[src/rtl/spi_xfer_arbiter_pkg.sv]
`default_nettype none
// +--------------------------------------------------------------------------+
// | Package     : spi_xfer_arbiter_pkg                                       |
// | Description : Shared types and defaults for the SPI transfer arbiter:    |
// |               FSM state encoding, default widths and timer sizing.       |
// | Revision    : 1.0 - initial release                                      |
// +--------------------------------------------------------------------------+
package spi_xfer_arbiter_pkg;

  localparam int DEF_N_REQ   = 4;
  localparam int DEF_DATA_W  = 8;
  localparam int DEF_TIMEOUT = 1024;

  typedef enum logic [1:0] {
    ST_IDLE  = 2'd0,
    ST_START = 2'd1,
    ST_WAIT  = 2'd2,
    ST_RESP  = 2'd3
  } arb_state_t;

  // Timer only has to count 0 .. TIMEOUT-1.
  function automatic int timer_w(input int timeout);
    return $clog2(timeout);
  endfunction

endpackage
`default_nettype wire

[src/rtl/spi_xfer_arbiter_rr_arbiter.sv]
`default_nettype none
// +--------------------------------------------------------------------------+
// | Module      : rr_arbiter                                                 |
// | Description : Combinational round-robin picker. Returns the first        |
// |               asserted request searching ptr, ptr+1, ... mod N_REQ.      |
// | Revision    : 1.0 - initial release                                      |
// +--------------------------------------------------------------------------+
// | Ports                                                                    |
// |   req   in  N_REQ  request levels                                        |
// |   ptr   in  PTR_W  highest-priority index                                |
// |   gnt   out N_REQ  one-hot winner (0 when no request)                    |
// |   idx   out PTR_W  winner index                                          |
// |   found out 1      at least one request asserted                         |
// +--------------------------------------------------------------------------+
module rr_arbiter #(
  parameter  int N_REQ = 4,
  localparam int PTR_W = $clog2(N_REQ)
) (
  input  logic [N_REQ-1:0] req,
  input  logic [PTR_W-1:0] ptr,
  output logic [N_REQ-1:0] gnt,
  output logic [PTR_W-1:0] idx,
  output logic             found
);

  int               j;
  logic [PTR_W-1:0] j_idx;

  // Scan from the lowest priority offset up to offset 0 so the
  // nearest asserted request after ptr is the last one written.
  always_comb begin
    gnt   = '0;
    idx   = '0;
    found = 1'b0;
    j     = 0;
    j_idx = '0;
    for (int k = N_REQ - 1; k >= 0; k--) begin
      j = int'(ptr) + k;
      if (j >= N_REQ) j = j - N_REQ;
      j_idx = PTR_W'(j);
      if (req[j_idx]) begin
        gnt        = '0;
        gnt[j_idx] = 1'b1;
        idx        = j_idx;
        found      = 1'b1;
      end
    end
  end

endmodule
`default_nettype wire

[src/rtl/spi_xfer_arbiter.sv]
`default_nettype none
// +--------------------------------------------------------------------------+
// | Module      : spi_xfer_arbiter                                           |
// | Description : Shares one full-duplex SPI engine between N_REQ clients.   |
// |               Round-robin grant, TX byte latch, start pulse, wait for    |
// |               done rising edge or timeout, one-cycle response strobe.    |
// | Revision    : 1.0 - initial release                                      |
// +--------------------------------------------------------------------------+
// | Ports                                                                    |
// |   clk, reset         clock / async active-low reset                      |
// |   req, req_data      client request levels and TX bytes                  |
// |   gnt                one-hot grant, arbitration through response cycle   |
// |   rsp_valid          one-cycle strobe to winner                          |
// |   rsp_data, rsp_err  RX byte (0 unless strobing) and timeout flag        |
// |   spi_start          one-cycle engine start                              |
// |   spi_tx_data        latched TX byte to engine                           |
// |   spi_rx_data        engine RX byte                                      |
// |   spi_done, spi_busy engine status                                       |
// |   arb_busy           arbiter not idle                                    |
// +--------------------------------------------------------------------------+
module spi_xfer_arbiter
  import spi_xfer_arbiter_pkg::*;
#(
  parameter int N_REQ   = DEF_N_REQ,
  parameter int DATA_W  = DEF_DATA_W,
  parameter int TIMEOUT = DEF_TIMEOUT
) (
  input  logic                    clk,
  input  logic                    reset,
  input  logic [N_REQ-1:0]        req,
  input  logic [N_REQ*DATA_W-1:0] req_data,
  output logic [N_REQ-1:0]        gnt,
  output logic [N_REQ-1:0]        rsp_valid,
  output logic [DATA_W-1:0]       rsp_data,
  output logic                    rsp_err,
  output logic                    spi_start,
  output logic [DATA_W-1:0]       spi_tx_data,
  input  logic [DATA_W-1:0]       spi_rx_data,
  input  logic                    spi_done,
  input  logic                    spi_busy,
  output logic                    arb_busy
);

  localparam int                 PTR_W      = $clog2(N_REQ);
  localparam int                 TIMER_W    = timer_w(TIMEOUT);
  localparam logic [TIMER_W-1:0] TIMER_LAST = TIMER_W'(TIMEOUT - 1);
  localparam logic [PTR_W-1:0]   PTR_LAST   = PTR_W'(N_REQ - 1);

  arb_state_t         state;
  arb_state_t         state_nxt;
  logic [PTR_W-1:0]   ptr;
  logic [PTR_W-1:0]   win_idx;
  logic [N_REQ-1:0]   gnt_q;
  logic [DATA_W-1:0]  tx_q;
  logic [DATA_W-1:0]  rx_q;
  logic               err_q;
  logic [TIMER_W-1:0] timer;
  logic               done_q;
  logic               done_qq;
  logic               done_rise;
  logic               timed_out;

  logic [N_REQ-1:0]   arb_gnt;
  logic [PTR_W-1:0]   arb_idx;
  logic               arb_found;

  rr_arbiter #(
    .N_REQ (N_REQ)
  ) u_rr (
    .req   (req),
    .ptr   (ptr),
    .gnt   (arb_gnt),
    .idx   (arb_idx),
    .found (arb_found)
  );

  // Only a fresh 0->1 transition counts, so a done level still high
  // from the previous transfer cannot complete the current one.
  assign done_rise = done_q & ~done_qq;
  assign timed_out = (timer == TIMER_LAST);

  always_ff @(posedge clk or negedge reset) begin
    if (!reset) begin
      state   <= ST_IDLE;
      ptr     <= '0;
      win_idx <= '0;
      gnt_q   <= '0;
      tx_q    <= '0;
      rx_q    <= '0;
      err_q   <= 1'b0;
      timer   <= '0;
      done_q  <= 1'b0;
      done_qq <= 1'b0;
    end else begin
      state   <= state_nxt;
      done_q  <= spi_done;
      done_qq <= done_q;
      case (state)
        ST_IDLE: begin
          if (arb_found) begin
            gnt_q   <= arb_gnt;
            win_idx <= arb_idx;
            tx_q    <= req_data[arb_idx*DATA_W +: DATA_W];
            rx_q    <= '0;
            err_q   <= 1'b0;
          end
        end
        ST_START: timer <= '0;
        ST_WAIT: begin
          timer <= timer + 1'b1;
          // Completion has priority over a coincident timeout.
          if (done_rise) begin
            rx_q  <= spi_rx_data;
            err_q <= 1'b0;
          end else if (timed_out) begin
            rx_q  <= '0;
            err_q <= 1'b1;
          end
        end
        ST_RESP: begin
          gnt_q <= '0;
          ptr   <= (win_idx == PTR_LAST) ? '0 : win_idx + 1'b1;
        end
        default: ;
      endcase
    end
  end

  always_comb begin
    state_nxt = state;
    spi_start = 1'b0;
    rsp_valid = '0;
    rsp_data  = '0;
    rsp_err   = 1'b0;
    case (state)
      ST_IDLE:  if (arb_found) state_nxt = ST_START;
      ST_START: begin
        spi_start = 1'b1;
        state_nxt = ST_WAIT;
      end
      ST_WAIT:  if (done_rise || timed_out) state_nxt = ST_RESP;
      ST_RESP: begin
        rsp_valid = gnt_q;
        rsp_data  = rx_q;
        rsp_err   = err_q;
        state_nxt = ST_IDLE;
      end
      default:  state_nxt = ST_IDLE;
    endcase
  end

  assign gnt         = gnt_q;
  assign spi_tx_data = tx_q;
  assign arb_busy    = (state != ST_IDLE);

`ifndef SYNTHESIS
  // Engine sanity: busy must follow a start within 4 cycles.
  // busy_wait counts cycles since start while busy is still low.
  logic [2:0] busy_wait;

  always_ff @(posedge clk or negedge reset) begin
    if (!reset)                busy_wait <= 3'd0;
    else if (spi_start)        busy_wait <= 3'd1;
    else if (spi_busy)         busy_wait <= 3'd0;
    else if (busy_wait == 3'd4) busy_wait <= 3'd0;
    else if (busy_wait != 3'd0) busy_wait <= busy_wait + 3'd1;
  end

  always @(posedge clk) begin
    assert (!(reset && busy_wait == 3'd4 && !spi_busy))
      else $error("spi_busy did not follow spi_start within 4 cycles");
  end
`endif

endmodule
`default_nettype wire

[config.mk]
export PLATFORM = sky130hd
export DESIGN_NAME = spi_xfer_arbiter
export DESIGN_NICKNAME = d
export VERILOG_FILES = /design/src/rtl/spi_xfer_arbiter_pkg.sv /design/src/rtl/spi_xfer_arbiter_rr_arbiter.sv /design/src/rtl/spi_xfer_arbiter.sv
export SDC_FILE = /design/constraint.sdc
export NUM_CORES = 1
export LEC_CHECK = 0
export ABC_AREA = 1
export CAP_MARGIN = 5
export CORE_ASPECT_RATIO = 0.9
export CORE_MARGIN = 2
export CORE_UTILIZATION = 35
export CTS_BUF_LIST = sky130_fd_sc_hd__clkbuf_4 sky130_fd_sc_hd__clkbuf_8
export DETAILED_ROUTE_END_ITERATION = 12
export SLEW_MARGIN = 5
export SYNTH_ARGS = -nofsm -noshare
export SYNTH_HDL_FRONTEND = slang
export SYNTH_SLANG_ARGS = --single-unit
[constraint.sdc]
create_clock -name clk -period 2.1 [get_ports clk]
set_clock_uncertainty 0.15 [all_clocks]
set_input_delay 0.42 -clock clk [delete_from_list [all_inputs] [get_ports clk]]
set_output_delay 0.42 -clock clk [all_outputs]
set_load 0.03 [all_outputs]
==> results.toml, run 1 <==
[floorplanning]
dieArea_um2 = 8400
std_cell_rows = 30
dieHeight_um = 87.2
core-area_um2 = 7510
start_util = 0.358
die-width_um = 96.4
ioPinCount = 75

[place]
io_buffers = 73
placed_cells = 546
gp_congestion = 0.864
placed_area_um2 = 3700
dp_hpwl_um = 5120

[critical_path]
worstSetupPathType = "reg -> out"
critPathMaxFanout = 7
crit_arrival_ns = 1.44
critPathLaunchType = "flop"
cp_slowest_cell = "dfrtp_1"
slowest_delay_ns = 0.38
required_ns = 1.53
crit_chain = "buf_4 > ha_2 > clkbuf_4 > nand2_1 > inv_1 > buf_4"
cp-end-kind = "output pin"
r2r_slack_ns = 0.11
crit_path_frequent_cell = "buf_4"

[yosys]
synth.most_common_cell = "nand2_1"
synth_cells = 353
ys_seq_elements = 39
synth_top_area_frac = 0.363
synthArstFlopShare = 1.00
netlist_area_um2 = 2690
synth_cell_types = 35
yosysWarnings = 0
synth_common_cells = "83 x nand2_1, 62 x inv_1, 39 x dfrtp_1"
synth_flop_cell = "dfrtp_1"
seq_area_frac_synth = 0.363
synth_area_per_cell_um2 = 7.62
netlist.top_cell.by_area = "dfrtp_1"
syn_nets = 416
synth_edf_count = 0
ys_top_cells_by_area = "dfrtp_1 36%, nand2_1 12%, inv_1 8.7%, nand3_1 7.1%, ha_1 7.0%"

[sta]
worst_pin_slew_ns = 0.503
fin_tns_setup_ns = 0
fin_crit_ns = 2.01
fmax_ghz = 0.498
finalSetupViolCount = 0
slew_viol_final = 0
period_share = 0.956
rsz0062_at_grt = "true"
hold_viol = 0
relSlewSlack = 0.665

[final_layout]
fillers = 714
nets = 522
syn_to_final_growth_pct = 43.9
stdcell_area_um2 = 3870
diodes = 0
finalCoreUtilization = 0.516
finalNonFillerCells = 556
drive_gt1_frac = 0.235

[global_route]
grt_usage = 0.161
grt_antenna_before_repair = 0
grt_pass1_vias = 2448
grt_pass1_wl_um = 10800
grt_max_degree = 40
overflow = 0

[cts]
holdBufCountCts = 0
htreeDepth = 2
cts_sinks = 39
clock_path_buffers = 2
clk_transition_reported_paths_ns = 0.08
cts_tree = "built"
postCtsSetupRepairBufs = 0
clock_latency_ns = 0.29
numCtsBuffers = 5
root_buffer = "clkbuf_8"

[pwr]
leakage_uw = 0.00196
power_density_nw_per_um2 = 1470
p_int_uw = 2950
p_switching_uw = 2760
power.share.clock = 0.086
pwr-share-comb = 0.717
p_seq_frac = 0.197
switching_share = 0.483
ir_worst_vdd_mv = 0.574

[drt]
drtPass1Iterations = 4
final_antenna_net_count = 0
wirelength_um = 6670
vias_per_cell = 4.64
post_drt_wl_per_cell_um = 12.0
first_iter_violations = 82
num_vias = 2579
drc = 0

[worst_hold_path]
hp-class = "in -> async"

[outcome]
status = "completed"

[run]
max_cap_viol_count = 0
[through the flow]
stage | setup slack [ns] | power (µW) | hold WS, ns
after CTS | 0.00798 | 5560 | 0.0581
after floorplan | -0.00953 | 3800 | -0.0256
after global routing | -0.0407 | 6260 | 0.0803
final | 0.0919 | 5710 | 0.0356
after detailed placement | -0.369 | 5010 | 0.227
after global placement | -0.307 | 4960 | 0.212
[area by class of cell]
class	instances	area [µm²]	share of cell area
clock buffer	5	68.8	0.0178
sequential	39	977	0.252
clock inverter	3	15.0	0.00388
timing repair buffer	106	967	0.250
inverter	66	260	0.0672
multi-input combinational	241	1460	0.378
tap	96	120	0.0310
[layout by cell type (no fill, tap or decap), types with 2 or more instances in the layout]
cell type / netlist / routed
or2_1: 5 / 5
inv_4: 1 / 2
nand3_2: 5 / 8
ha_1: 15 / 12
buf_6: 3 / 4
o21ai_1: 8 / 9
nand2_2: 12 / 15
buf_4: 1 / 41
nand4_1: 2 / 2
inv_2: 2 / 3
nor2_2: 1 / 5
clkdlybuf4s50_1: 0 / 56
o22ai_1: 4 / 4
o21ai_0: 9 / 8
nand2_1: 83 / 79
nor3_1: 6 / 5
nor3b_1: 4 / 4
nand3_1: 38 / 35
ha_4: 0 / 2
o31ai_1: 3 / 3
clkbuf_8: 0 / 5
nor2_1: 16 / 12
dfrtp_1: 39 / 38
o211ai_1: 7 / 7
nand2_4: 7 / 8
a21oi_1: 7 / 7
clkinv_2: 0 / 3
inv_1: 62 / 60
[cell families after synthesis]
logic type / after synthesis / share of synthesized area
flops: 39 / 0.363
xor+xnor: 1 / 0.00326
compound gates: 44 / 0.104
buf+inv: 74 / 0.128
fa+ha+maj: 15 / 0.0698
simple gates: 180 / 0.332
[metal layers]
layer	part of all wire	vias to the layer above	global-route usage
li1	-	1340	-
met1	0.45	1189	0.204
met2	0.50	43	0.280
met3	0.040	7	0.0303
met4	0.011	0	0.0461
met5	0	-	0
[state kept, by name, indices dropped and copies added (netlist names)]
name         cells
gnt              4
ptr              2
timer           10
state            2
rx_q             8
win_idx          2
spi_tx_data      8
done_q           1
done_qq          1
err_q            1
[worst max-delay path, delay by kind of cell, from the launching register on]
kind | cells | cell delay (ns)
AND/OR/NAND/NOR | 1 | 0.07
buffers and inverters | 4 | 0.51
adder cells (fa/ha/maj) | 1 | 0.19
flip-flops | 1 | 0.38
[repair_timing]
item / in CTS / in global routing
endpoints found under the setup margin: 9 / 39
pin swaps: 0 / 1
resized for setup: 5 / 16
gates cloned: 0 / 2
[final timing paths]
path	endpoint	from	cells after the start
worst max register to register	spi_tx_data[7]$_DFFE_PN0P_	ptr[0]$_DFFE_PN0P_	13
worst max-delay path	rsp_valid[2]	state[1]$_DFFE_PN0P_	6
max in group asynchronous	ptr[0]$_DFFE_PN0P_	reset	2
worst min register to register	done_qq$_DFF_PN0_	done_q$_DFF_PN0_	0
worst min-delay path	rx_q[5]$_DFFE_PN0P_	reset	2
min in group clk	done_qq$_DFF_PN0_	done_q$_DFF_PN0_	0
[power by group through the flow]
stage / clock (µW) / combinational (µW) / sequential (µW)
floorplan: 0 / 2480 / 1320
global placement: 0 / 3830 / 1140
detailed placement: 0 / 3870 / 1140
CTS: 515 / 3920 / 1130
global route: 547 / 4560 / 1150
finish: 490 / 4090 / 1120
(Power assumes the default switching activity.)
==> inputs of run 2 (changes only) <==
clock period = 1.66 ns   (was 2.1 ns; I/O delays follow)
==> run 2 against run 1 <==
Against the previous run:
- the run now ends with negative setup slack left
- worst hold slack gained 0.20 ns
- power is 61% higher
- register-to-register slack worse by 0.47 ns
- non-clock buffer count up 35
- flip-flop and latch count did not move
- combinational power grew 69%
- sequential share of layout area shrank 4.4 points
- global-route usage increased by 3.0 points
- final area rose by 21%
- critical endpoint is now spi_tx_data[2]$_DFFE_PN0P_
- critical path type is now reg -> reg
- worst setup slack worse by 0.46 ns
==> results.toml, run 2 (synthesis gave the netlist of run 1 again) <==
[outcome]
status = "finished with violations"
failed_checks = "negative setup slack"

[drt]
first_iter_violations = 43
vias_per_cell = 4.71
num_vias = 2785
post_drt_wl_per_cell_um = 13.4
wirelength_um = 7930
drtPass1Iterations = 4
final_antenna_net_count = 0
drc = 0

[place]
dp_hpwl_um = 5310
gp_congestion = 0.907
placed_cells = 558
pre_cts_ws_ns = -0.707
io_buffers = 73
placed_area_um2 = 3850

[global_route]
grt_pass1_vias = 2705
overflow = 0
grt_usage = 0.192
grt_max_degree = 23
use_met2 = 0.321
use_met3 = 0.0398
busiest_layer = "met2"
grt_antenna_before_repair = 0
grt_pass1_wl_um = 12600
use_met1 = 0.256

[floorplanning]
core-area_um2 = 7510
dieArea_um2 = 8400
std_cell_rows = 30
die-width_um = 96.4
start_util = 0.358
ioPinCount = 75
dieHeight_um = 87.2

[critical_path]
cp-end-kind = "flop"
rr_startpoint = "ptr[0]$_DFFE_PN0P_"
critPathLaunchType = "flop"
startpoint = "ptr[0]$_DFFE_PN0P_"
required_ns = 1.68
worstSetupPathType = "reg -> reg"
crit_arrival_ns = 2.04
r2r_cells = 12
critPathMaxFanout = 8
rr_endpoint = "spi_tx_data[2]$_DFFE_PN0P_"
r2r_slack_ns = -0.36

[final_layout]
finalNonFillerCells = 591
finalCoreUtilization = 0.624
diodes = 0
multiInputGateArea_um2 = 1840
largest_reg_flops = 10
syn_to_final_growth_pct = 74.2
layout_commonest_cell = "nand2_1"
drive_gt1_frac = 0.430
nets = 557
fillers = 659
layout_common_cells = "61 x nand2_1, 47 x buf_4, 45 x clkdlybuf4s50_1"
regMostFlops = "timer"
area.sequential_um2 = 977
stdcell_area_um2 = 4690

[worst_hold_path]
hold_start = "done_q$_DFF_PN0_"
hold_end = "done_qq$_DFF_PN0_"
hp-class = "reg -> reg"
hold_depth = 0

[cts]
root_buffer = "clkbuf_8"
numCtsBuffers = 5
clock_latency_ns = 0.29
cts_tree = "built"
cts_sinks = 39
htreeDepth = 2
clk_transition_reported_paths_ns = 0.08
clock_path_buffers = 2

[run]
max_cap_viol_count = 0

[pwr]
p_seq_frac = 0.159
switching_share = 0.478
power.share.clock = 0.090
power_density_nw_per_um2 = 1970
pwr-share-comb = 0.750
p_int_uw = 4810
p_switching_uw = 4400
ir_worst_vdd_mv = 0.975
leakage_uw = 0.00241

[sta]
slew_viol_final = 0
setup_slack_ns = -0.365
finalSetupViolCount = 46
period_share = 1.22
fmax_ghz = 0.494
hold_viol = 0
fin_crit_ns = 2.02
relSlewSlack = 0.648
rsz0062_at_grt = "true"
worst_pin_slew_ns = 0.528
fin_tns_setup_ns = -11.29
==> run 2: area by class of cell <==
| class | instances | area share |
|---|---|---|
| clock buffer | 6 | 0.0176 |
| multi-input combinational | 241 | 0.392 |
| sequential | 39 | 0.208 |
| timing repair buffer | 141 | 0.289 |
| clock inverter | 2 | 0.00747 |
| inverter | 66 | 0.0598 |
| tap | 96 | 0.0256 |
==> run 2: critical path, cell delays in order, from the launching register on <==
cell and delay, ns:
dfrtp_2 0.45, inv_8 0.04, ha_4 0.30, nand3_4 0.08
nand2_4 0.09, inv_6 0.05, nand2_4 0.07, nand2_4 0.07
nand2_8 0.08, nand2_8 0.07, buf_4 0.14, o211ai_1 0.20
nand3_1 0.11
==> run 2: worst max-delay path by stage <==
stage                            endpoint  slack, ns  cells past startpoint
2_1_floorplan  spi_tx_data[1]$_DFFE_PN0P_      -0.45                     14
3_3_place_gp   spi_tx_data[4]$_DFFE_PN0P_      -0.65                     12
3_5_place_dp   spi_tx_data[7]$_DFFE_PN0P_      -0.71                     14
4_1_cts        spi_tx_data[7]$_DFFE_PN0P_      -0.38                     14
5_1_grt        spi_tx_data[2]$_DFFE_PN0P_      -0.50                     12
6_report       spi_tx_data[2]$_DFFE_PN0P_      -0.36                     12
==> run 2: per-stage QoR <==
stage | hold slack, ns | total power (µW)
2_1_floorplan | -0.114 | 4980
3_3_place_gp | 0.189 | 6530
6_report | 0.234 | 9210
4_1_cts | 0.238 | 8680
3_5_place_dp | 0.190 | 6570
5_1_grt | 0.254 | 9860
==> run 2: power by group through the flow <==
stage	logic [µW]	clock network (µW)	registers, µW
finish	6910	833	1470
global route	7460	896	1500
CTS	6390	849	1450
floorplan	3310	0	1670
global placement	5080	0	1440
detailed placement	5130	0	1450
==> run 2: routing by layer <==
metal	vias up	wire [µm]
li1	1406	-
met1	1317	3390
met2	49	4090
met3	13	305
met4	0	139
met5	-	0
==> run 2: repair_timing <==
action | 4_1_cts | 5_1_grt
pin swaps | 28 | 18
setup buffers | 18 | 7
gates cloned | 2 | 0
hold buffers | 1 | 0
gates resized for setup | 117 | 43
endpoints found under the setup margin | 57 | 48
hold endpoints to repair | 21 | 0
==> RTL edit: new RTL, flow settings as in run 2 <==
`DEF_N_REQ`: 4 -> 2.
--- a/src/rtl/spi_xfer_arbiter_pkg.sv
+++ b/src/rtl/spi_xfer_arbiter_pkg.sv
@@ -7,7 +7,7 @@
 // +--------------------------------------------------------------------------+
 package spi_xfer_arbiter_pkg;
 
-  localparam int DEF_N_REQ   = 4;
+  localparam int DEF_N_REQ   = 2;
   localparam int DEF_DATA_W  = 8;
   localparam int DEF_TIMEOUT = 1024;
 
Interface: changed (resized gnt, req, req_data and rsp_valid); port bits go from 75 to 53. The function was not compared with the original's and may differ.
==> RTL edit against run 2 <==
- the run still ends with negative setup slack left
- power decreased by 55%
- design area fell by 42%
- sequential cell count shrank 4
- routed wire length is 49% lower
- global-route usage shrank 4.0 points
- area after synthesis is 31% lower
- setup slack improved by 0.27 ns
==> RTL edit: results (changes against run 2) <==
- Power Density: 1540 nW/um^2 (-22%)
- # setup viols final: 16 (-65%)
- Crit path largest cell delay: 0.40 ns (-0.05 ns)
- Register area: 876 sq um (-10%)
- Setup ws final: -0.0978 ns (+0.267 ns)
- Worst VDD drop: 820 uV (-16%)
- Syn_nets: 274 (-34%)
- Hpwl dp: 3080 um (-42%)
- Rel. slew slack: 79.5% (+15 points)
- Clock power share: 14.6% (+5.6 points)
- Multi-input comb cells: 165 (-32%)
- Total Wirelength: 4020 um (-49%)
- Drt first pass iters: 4 (unchanged)
- Synthesis Warnings: 0 (unchanged)
- Slew Limit Fails: 0 (unchanged)
- Slowest stage cell, crit path: dfrtp_1
- Cell family with most CP delay: flip-flops
- Failing checks: negative setup slack
- Largest Register: timer
- Clock Sinks: 35 (-10%)
- Reg2reg start: state[0]
- Synth unique cells: 29 (-17%)
- Peak fanout along the critical path: 12 (+4)
- Pre-CTS setup slack: -0.0868 ns (+0.621 ns)
- Clock-cell share: 3.29% (+0.79 points)
- # fillers: 501 (-24%)
- Final hold slack: 0.254 ns (+0.0199 ns)
- Inverter count: 33 (-50%)
- Layout Nets: 348 (-38%)
- Tap cells: 67 (-30%)
- Worst path arrival time: 1.28 ns (-0.76 ns)
- Largest net degree at the start of global routing: 36 (+57%)
- Number of flip-flops in the largest register: 10 (unchanged)
- Sequential element share of the synthesized area: 47.3% (+11 points)
- Multi-input combinational area share: 31.2% (-8.0 points)
- Vias in the first global route: 1,541 (-43%)
- Reg2reg setup slack: -0.01 ns (+0.35 ns)
- Leakage: 1.35 nW (-44%)
- Path depth of the worst reg2reg path: 8 (-4)
- Status: complete, but fails checks
- CTS Buffer Depth: 2 (unchanged)
- Hold Crit Class: input pin to asynchronous set/reset pin
- Synth area leaders: dfrtp_1, nand2_1, inv_1, nor2_1, ha_1
- NonClk Buf Share: 25.1% (-3.8 points)
- First-pass GRT wire length: 6940 um (-45%)
- GPL Wtd Cong: 0.785 (-13%)
- Synth top cells by count: nand2_1, dfrtp_1, inv_1, nor2_1, nand4_1
- GRT Total Usage: 15.2% (-4.0 points)
- Share of cells above drive strength 1: 20.8% (-22 points)
- DR vias: 1,713 (-38%)
- Worst r2r dst: rx_q[3]
- Plain + repair buffers: 72 (-49%)
- Combinational Power Share: 55.4% (-20 points)
- Clk pin slew, worst setup/hold paths: about 0.070 ns
- Asr flop ratio synth: 100% (unchanged)
- Initial antenna violation count: 0 (unchanged)
- Initial DRC Count: 84 (+95%)
- ANT cells: 0 (unchanged)
- PortBufs: 51 (-30%)
- NetSw: 1.80 mW (-59%)
[RTL edit: cell count changes after synthesis, moves of 5 or more]
cell | before | now
nand3_1 | 38 | 6
ha_1 | 15 | 6
or2_1 | 5 | 0
inv_1 | 62 | 30
nand2_2 | 12 | 1
a31oi_1 | 1 | 6
nand4_1 | 2 | 9
o211ai_1 | 7 | 0
o21ai_1 | 8 | 1
nor2_1 | 16 | 30
nand2_4 | 7 | 1
[RTL edit: per-stage QoR]
stage / cells / area [sq um] / TNS, ns
6_report: 380 / 2700 / -1.02
5_1_grt: 380 / 2700 / -4.05
4_1_cts: 380 / 2690 / -1.38
3_5_place_dp: 372 / 2560 / -0.963
3_3_place_gp: 372 / 2560 / -0.866
2_1_floorplan: 238 / 1850 / 0
[RTL edit: worst max path at each step]
stage	depth (start not counted)	slack (ns)	from	end
finish	5	-0.1	state[0]	rsp_err
global route	5	-0.17	state[0]	rsp_data[2]
CTS	5	-0.12	state[0]	rsp_err
detailed placement	6	-0.09	req[0]	spi_tx_data[7]
global placement	6	-0.07	req[0]	spi_tx_data[6]
floorplan	8	0.008	state[0]	spi_tx_data[5]
[RTL edit: metal layers]
layer,GRT usage (%),vias up,share of wire [%]
li1,-,896,-
met1,19.8,784,46
met2,24.7,29,49
met3,4.21,4,4.5
met4,4.52,0,0.97
met5,0,-,0
[RTL edit: cell families (layout without fill, tap and decap cells)]
group	after synthesis	after routing	share of synthesized area [%]
AO/OA/AOI/OAI	26	26	9.26
AND/OR/NAND/NOR	133	133	30.3
buffers and inverters	38	113	9.12
flip-flops	35	35	47.3
adder cells (fa/ha/maj)	6	6	4.05
[RTL edit: timing repair]
item                                   in CTS  in global routing
resized for setup                          26                  4
setup endpoints to repair                  26                 38
buffers inserted                            1                  0
endpoints found under the hold margin       0                  0
pin swaps                                   1                  0
